==> src/rtl/voxel_column_engine.sv <==
// Purpose: builds NUM_CHANNELS pixel columns of NUM_ROWS rows for one panel angle, one row per cycle, in a selectable shape mode.
// Latency: request accepted at edge 0, rows written at edges 1..NUM_ROWS, out_valid from the cycle after edge NUM_ROWS.
// Backpressure: finished columns are held while out_ready=0; no new request is taken until the out_valid/out_ready handshake.
//
// Ports:
//   clk_in, rst_in          clock, synchronous active-high reset
//   req_valid / req_ready   request handshake; theta, column_index, mode, radius, color sampled on accept
//   out_valid / out_ready   result handshake; columns holds the generated pixel columns
module voxel_column_engine #(
  parameter int SCAN_RATE    = 32,
  parameter int NUM_ROWS     = 64,
  parameter int RGB_RES      = 9,
  parameter int THETA_RES    = 27,
  parameter int NUM_CHANNELS = 2
) (
  input  logic                                                  clk_in,
  input  logic                                                  rst_in,
  input  logic                                                  req_valid,
  output logic                                                  req_ready,
  input  logic [THETA_RES-1:0]                                  theta,
  input  logic [NUM_CHANNELS-1:0][$clog2(SCAN_RATE)-1:0]        column_index,
  input  logic [1:0]                                            mode,
  input  logic [$clog2(NUM_ROWS)-1:0]                           radius,
  input  logic [RGB_RES-1:0]                                    color,
  output logic                                                  out_valid,
  input  logic                                                  out_ready,
  output logic [NUM_CHANNELS-1:0][NUM_ROWS-1:0][RGB_RES-1:0]    columns
);

  localparam int CW  = $clog2(SCAN_RATE);
  localparam int RW  = $clog2(NUM_ROWS);
  // Magnitudes carry one spare bit so |d|, |z| and radius share one unsigned width.
  localparam int AW  = ((CW > RW) ? CW : RW) + 1;
  localparam int SQW = 2 * AW;

  localparam logic [AW-1:0] HALF_COL = AW'(SCAN_RATE / 2);
  localparam logic [AW-1:0] HALF_ROW = AW'(NUM_ROWS / 2);
  localparam logic [RW-1:0] LAST_ROW = RW'(NUM_ROWS - 1);

  typedef enum logic [1:0] {
    S_IDLE  = 2'd0,
    S_BUILD = 2'd1,
    S_DONE  = 2'd2
  } state_t;

  state_t                                              state_q, state_d;
  logic [RW-1:0]                                       row_q, row_d;
  logic [NUM_CHANNELS-1:0][CW-1:0]                     col_q, col_d;
  logic [1:0]                                          mode_q, mode_d;
  logic [RW-1:0]                                       radius_q, radius_d;
  logic [RGB_RES-1:0]                                  color_q, color_d;
  // Only the top RW bits of theta select the helix row, so only they are kept.
  logic [RW-1:0]                                       theta_top_q, theta_top_d;
  logic [NUM_CHANNELS-1:0][NUM_ROWS-1:0][RGB_RES-1:0]  columns_q, columns_d;

  // Row-dependent terms are shared by all channels.
  logic [AW-1:0]  row_x, az, rad_x;
  logic [SQW-1:0] az_sq, rad_sq;
  logic           helix_row;
  logic [NUM_CHANNELS-1:0][RGB_RES-1:0] pix;

  assign row_x     = AW'(row_q);
  assign az        = (row_x >= HALF_ROW) ? (row_x - HALF_ROW) : (HALF_ROW - row_x);
  assign rad_x     = AW'(radius_q);
  assign az_sq     = SQW'(az) * SQW'(az);
  assign rad_sq    = SQW'(rad_x) * SQW'(rad_x);
  assign helix_row = (row_q == theta_top_q);

  for (genvar c = 0; c < NUM_CHANNELS; c++) begin : g_ch
    logic [AW-1:0]  col_x, ad;
    logic [SQW-1:0] s, err;
    logic           lit;

    assign col_x = AW'(col_q[c]);
    assign ad    = (col_x >= HALF_COL) ? (col_x - HALF_COL) : (HALF_COL - col_x);
    assign s     = SQW'(ad) * SQW'(ad) + az_sq;
    // Shell thickness test |s - r^2| <= r done on magnitudes to stay unsigned.
    assign err   = (s >= rad_sq) ? (s - rad_sq) : (rad_sq - s);

    always_comb begin
      lit = 1'b0;
      case (mode_q)
        2'd0:    lit = (ad == rad_x);
        2'd1:    lit = (err <= SQW'(rad_x));
        2'd2:    lit = (ad == rad_x) && helix_row;
        2'd3:    lit = (ad <= rad_x) && (az <= rad_x);
        default: lit = 1'b0;
      endcase
    end

    assign pix[c] = lit ? color_q : '0;
  end

  always_comb begin
    state_d     = state_q;
    row_d       = row_q;
    col_d       = col_q;
    mode_d      = mode_q;
    radius_d    = radius_q;
    color_d     = color_q;
    theta_top_d = theta_top_q;
    columns_d   = columns_q;
    req_ready   = 1'b0;
    out_valid   = 1'b0;

    case (state_q)
      S_IDLE: begin
        req_ready = 1'b1;
        if (req_valid) begin
          col_d       = column_index;
          mode_d      = mode;
          radius_d    = radius;
          color_d     = color;
          theta_top_d = theta[THETA_RES-1 -: RW];
          columns_d   = '0;
          row_d       = '0;
          state_d     = S_BUILD;
        end
      end
      S_BUILD: begin
        for (int ch = 0; ch < NUM_CHANNELS; ch++) begin
          columns_d[ch][row_q] = pix[ch];
        end
        row_d = row_q + RW'(1);
        if (row_q == LAST_ROW) begin
          state_d = S_DONE;
        end
      end
      S_DONE: begin
        out_valid = 1'b1;
        if (out_ready) begin
          state_d = S_IDLE;
        end
      end
      default: state_d = S_IDLE;
    endcase
  end

  always_ff @(posedge clk_in) begin
    if (rst_in) begin
      state_q     <= S_IDLE;
      row_q       <= '0;
      col_q       <= '0;
      mode_q      <= '0;
      radius_q    <= '0;
      color_q     <= '0;
      theta_top_q <= '0;
      columns_q   <= '0;
    end else begin
      state_q     <= state_d;
      row_q       <= row_d;
      col_q       <= col_d;
      mode_q      <= mode_d;
      radius_q    <= radius_d;
      color_q     <= color_d;
      theta_top_q <= theta_top_d;
      columns_q   <= columns_d;
    end
  end

  assign columns = columns_q;

endmodule

==> config.mk <==
export PLATFORM = sky130hd
export DESIGN_NAME = voxel_column_engine
export DESIGN_NICKNAME = d
export VERILOG_FILES = /design/src/rtl/voxel_column_engine.sv
export SDC_FILE = /design/constraint.sdc
export NUM_CORES = 2
export LEC_CHECK = 0
export CORE_AREA = 2 2 465 467
export DETAILED_ROUTE_END_ITERATION = 7
export DIE_AREA = 0 0 467 469
export PLACE_DENSITY = 0.41
export REMOVE_ABC_BUFFERS = 1
export SETUP_SLACK_MARGIN = 0.05
export SKIP_CTS_REPAIR_TIMING = 1
export SYNTH_ARGS = -nofsm -noshare
export SYNTH_HDL_FRONTEND = slang
export SYNTH_SLANG_ARGS = --single-unit
==> constraint.sdc <==
create_clock -name clk_in -period 11.6 [get_ports clk_in]
set_input_delay 1.74 -clock clk_in [delete_from_list [all_inputs] [get_ports clk_in]]
set_output_delay 1.74 -clock clk_in [all_outputs]
set_load 0.01 [all_outputs]
Word-level counts from Yosys, hierarchy flattened:

Cells that the tools add are included.

* add/sub/neg operators: 13
* multiply operators: 4
* $lt $le $gt $ge: 12
* equality and inequality tests: 12
* mux-type cells: 23
* reduce and logical (&&, ||, !) cells: 11

Operators with widths (number)
* 1152-bit case mux with 2 select lines: 1
* 576-bit bitwise mux: 2
* 1152-bit two-way mux: 1
* 9-bit demux with 6-bit select: 1
* 7-bit by 7-bit multiplier with 14-bit output: 3
* 14-bit adder: 2
* 14-bit by 12-bit greater-or-equal comparator with 1-bit output: 2
* 14-bit by 6-bit less-or-equal comparator with 1-bit output: 2
* 14-bit two-way mux: 2
* 12-bit by 14-bit subtractor with 14-bit output: 2
* 14-bit by 12-bit subtractor with 14-bit output: 2
* 9-bit two-way mux: 3
* 7-bit by 6-bit less-or-equal comparator with 1-bit output: 3
* 7-bit two-way mux: 3
* 7-bit by 6-bit equality test with 1-bit output: 2
* 6-bit by 6-bit multiplier with 12-bit output: 1
* 6-bit case mux with 2 select lines: 1
* 5-bit by 5-bit subtractor with 6-bit output, first input constant: 2
* 5-bit by 5-bit subtractor with 6-bit output, second input constant: 2
* 5-bit greater-or-equal comparator, second input constant: 2
* 1-bit case mux with 4 select lines: 2
* 6-bit by 7-bit less-than comparator with 1-bit output, second input constant: 1
* 6-bit by 6-bit subtractor with 7-bit output, first input constant: 1
* 6-bit by 6-bit subtractor with 7-bit output, second input constant: 1
* 17 further kinds: 31

* register bits after elaboration: 1193
* input bits: 58
* output and inout bits: 1154

Depth between registers and ports, before layout:

* depth in word-level cells: 11
* gate-level depth with buffers: 53
* gate-level depth less buffers: 49

Worst setup path before layout:

Ideal clock, no wire load.

* path kind: flip-flop to flip-flop
* start: register row_q[0]
* end: register columns_q (netlist bit columns[585])
* data arrival time: 11461 ps
* data required time: 11523 ps
* setup slack: 62 ps
* cell stages (with the launch flop): 48
* buffers on the path: 4
* path through: dfxtp_1 > clkbuf_1 > inv_1 > ha_1 > a21oi_1 > xor2_1 > nand2_1 > fa_1 > inv_1 > fa_1 > inv_1 > fa_1 > fa_1 > inv_1 > ha_1 > xnor2_1 > fa_1 > fa_1 > (+12 left out) > nand2_1 > inv_1 > nand3_1 > o21a_1 > and4_1 > buf_4 > o21ai_0 > xnor2_1 > ha_1 > a211o_1 > o21ai_0 > o311ai_0 > a2111oi_0 > mux2i_1 > a2111oi_4 > a32oi_2 > clkbuf_1 > o21ai_0

* longest elaborated chain between the ends: 11

Ends and longest elaborated chain
* start, declared: line 47 `logic [RW-1:0] row_q, row_d;`
* start signal, assigned: line 151 `row_q <= row_d;`
* 6-bit by 6-bit subtractor with 7-bit output or 6-bit greater-or-equal comparator (tied branches): line 63 `assign az = (row_x >= HALF_ROW) ? (row_x - HALF_ROW) : (HALF_ROW - row_x);`
* 7-bit two-way mux: line 63
* 7-bit by 7-bit multiplier with 14-bit output: line 65 `assign az_sq = SQW'(az) * SQW'(az);`
* 14-bit adder: line 76 `assign s = SQW'(ad) * SQW'(ad) + az_sq;`
* 12-bit by 14-bit subtractor with 14-bit output, or another cell as far along: line 78 `assign err = (s >= rad_sq) ? (s - rad_sq) : (rad_sq - s);`
* 14-bit two-way mux: line 78
* 14-bit by 6-bit less-or-equal comparator with 1-bit output: line 84 `2'd1: lit = (err <= SQW'(rad_x));`
* 1-bit case mux with 4 select lines: line 82 `case (mode_q)`
* 9-bit two-way mux: line 91 `assign pix[c] = lit ? color_q : '0;`
* 576-bit bitwise mux (*): line 122 `columns_d[ch][row_q] = pix[ch];`
* 1152-bit case mux with 2 select lines (*): line 106 `case (state_q)`
* end signal, assigned: line 157 `columns_q <= columns_d;`
* end, declared: line 54 `logic [NUM_CHANNELS-1:0][NUM_ROWS-1:0][RGB_RES-1:0] columns_q, columns_d;`

Mark *: on every way between the ends. The rest lies on a longest branch, timed or not.
A chain may end at the register's enable or synchronous reset.

Worst setup path in the final report:

* start: register row_q[1]
* end: register columns_q (netlist bit columns[1123])

The elaborated chain is that of the path after synthesis.

==> impl_metrics.yaml <==
status:
  status: "completed"
run:
  maxCapViolations: 0
setup_path:
  end_kind: "flip-flop"
  start_kind: "flip-flop"
  arrival_ns: 11.80
  cp.required_ns: 12.29
  critical_path.max_fanout: 38
  critPathKind: "flip-flop to flip-flop"
  critPathTopFamily: "adder cells"
  slowest_delay_ns: 0.55
  regToRegStartpoint: "row_q[1]"
  cp_num_buf_inv: 13
  rr_worst_depth: 51
  r2r_end: "columns[1123]"
  reg2reg_setup_slack_ns: 0.49
  crit_path_top_delay_cell: "fa_1"
layout:
  finalInstanceArea_mm2: 0.0675
  nets: 6817
  area_growth_pct: 51.1
  drive_gt1_frac: 0.0888
timing:
  hold_ws_ns: 0.447
  period_minus_slack_ns: 11.11
  setup_viol: 0
  final-hold-violation-count: 0
  fin_tns_setup_ns: 0
  tightest_slew_ns: 1.25
  finalMaxSlewViolations: 0
  max_freq_mhz: 90.0
  max_slew_margin: 0.162
  finalCritPeriodShare: 0.958
  skew_ns: 0.0541
logic_synthesis:
  async_flop_share: 0
  synth_seq_area_share: 0.535
  synth_cells: 5146
  ys_types: 71
  synth_edf_count: 0
  synth_top_cell_area_share: 0.535
  synth_area_leaders: "dfxtp_1 (53%), o21ai_0 (13%), nand2_1 (12%), ha_1 (4.5%), fa_1 (3.3%)"
  synth_ff_type: "dfxtp_1"
  syn_avg_cell_area_um2: 8.68
  ys_ff_latch: 1193
  synth.cell_area_mm2: 0.0447
  yosysWarnings: 0
  synth_area_leader_cell: "dfxtp_1"
route:
  routedWlPerCell_um: 26.6
  vias_per_cell: 4.43
  drtIter0Drc: 2663
  drt_first_pass_iters: 5
  drc: 0
  ant_nets: 0
  routed_wl_um: 253000
  vias: 42000
power:
  leakage_nw: 24.4
  seqPwrFrac: 0.215
  powerDensity_mw_per_mm2: 284
  internal_power_w: 0.0113
  switching_power_w: 0.00789
  power.share.clock: 0.232
  switching_share: 0.411
  power_frac_comb: 0.554
  ir_worst_vdd_mv: 0.652
floorplanning:
  die_w_um: 467
  die_h_um: 469
  coreArea_mm2: 0.214
  start_util: 0.209
  ios: 1212
  dieArea_mm2: 0.219
  rows: 170
clocking:
  htreeDepth: 4
  clock_path_buffers: 3
  clkTransAtPathRegs_ns: 0.06
  clkLatencyLatePin_ns: 0.81
  cts_root_buf: "clkbuf_16"
  cts_num_sinks: 1193
  cts_tree: "yes"
  cts_buffers: 143
min_path:
  whs_path_depth: 2
  min_to: "columns[1064]"
  hp-start: "columns[1064]"
  holdCritPathClass: "flip-flop to flip-flop"
placement:
  placement.io_buffers: 1190
  dp_hpwl_um: 178000
  gp_congestion: 0.844
  placedInstanceArea_mm2: 0.0620
global_route:
  grt_pass1_vias: 40800
  antenna_found_initial: 25
  grt_use_total: 0.218
  grt_overflow: 0
  grt_max_degree: 50
  grt_pass1_wl_um: 335000
-- power groups by stage --
stage	combinational (W)	sequential (W)	clock, W
detailed placement	0.00958	0.00421	0
global placement	0.00955	0.00421	0
finish	0.0106	0.00412	0.00444
floorplan	0.00582	0.00420	0
CTS	0.00963	0.00412	0.00456
global route	0.0117	0.00412	0.00472
-- sequential cells by signal, indices dropped and copies added (netlist names) --
register / count
theta_top_q: 6
col_q: 10
radius_q: 6
columns: 1152
mode_q: 2
row_q: 6
color_q: 9
state_q: 2
-- through the flow --
step / power (W) / utilization / setup WS, ns / instances
5_1_grt: 0.0205 / 0.316 / -0.0201 / 9468
3_5_place_dp: 0.0138 / 0.290 / -0.357 / 9185
4_1_cts: 0.0183 / 0.312 / -0.420 / 9427
3_3_place_gp: 0.0138 / 0.290 / -0.248 / 9185
2_1_floorplan: 0.0100 / - / -1.59 / 4938
6_report: 0.0192 / 0.316 / 0.492 / 9485
-- metal layers --
metal / up-vias / track usage / routed length, um
met2: 1351 / 0.372 / 122000
met3: 301 / 0.0575 / 17100
met4: 2 / 0.0764 / 8910
li1: 20000 / - / -
met5: - / 0 / 13
met1: 20400 / 0.262 / 105000
-- cell usage after synthesis, types with 26 or more instances --
master,instances
inv_1,201
o21ai_0,1186
a21oi_1,181
ha_1,162
nor4_1,26
xnor2_1,39
xor2_1,42
clkbuf_1,230
dfxtp_1,1193
nor2_1,73
nand2_1,1414
fa_1,73
-- how the worst max path moves through the flow --
stage / from / to / slack, ns / cells past startpoint
floorplan: row_q[0] / columns[0] / -1.59 / 44
global placement: row_q[1] / columns[707] / -0.25 / 48
detailed placement: row_q[1] / columns[797] / -0.36 / 48
CTS: row_q[1] / columns[797] / -0.42 / 48
global route: row_q[1] / columns[875] / -0.02 / 54
finish: row_q[1] / columns[1123] / 0.49 / 51
-- cells in the final DEF, fill, tap and decap left out, types with 48 or more instances in the layout --
master,count
ha_1,154
dfxtp_1,1192
buf_4,185
nand2_1,1411
o21ai_0,1140
clkdlybuf4s50_1,1189
inv_1,201
nor2_1,68
fa_1,73
conb_1,48
a21oi_1,140
clkbuf_16,156
-- tightest hold or removal path, stage by stage, from the launching register on --
cell and delay [ns]:
dfxtp_1 0.31, nand2_1 0.05, o21ai_1 0.05
-- kinds of logic after synthesis --
logic type               Yosys count  share of synthesized area
AND/OR/NAND/NOR                 1648                      0.148
AO/OA/AOI/OAI                   1517                      0.181
flip-flops                      1193                      0.535
buffers and inverters            455                     0.0385
adder cells (fa/ha/maj)          235                     0.0781
XOR/XNOR                          81                     0.0159
multiplexers                      15                    0.00356
other                              2                   0.000168
-- cell type report --
cell class / instances / area [um^2]
clock buffers: 211 / 4140
fillers: 22700 / 146000
repair buffers: 1441 / 14600
multi-input cells: 3544 / 20100
well taps: 2838 / 3550
clock inverters: 31 / 453
diodes: 26 / 65.1
inverters: 201 / 754
flip-flops and latches: 1193 / 23900
No activity file was read; power rests on OpenSTA's default activity.
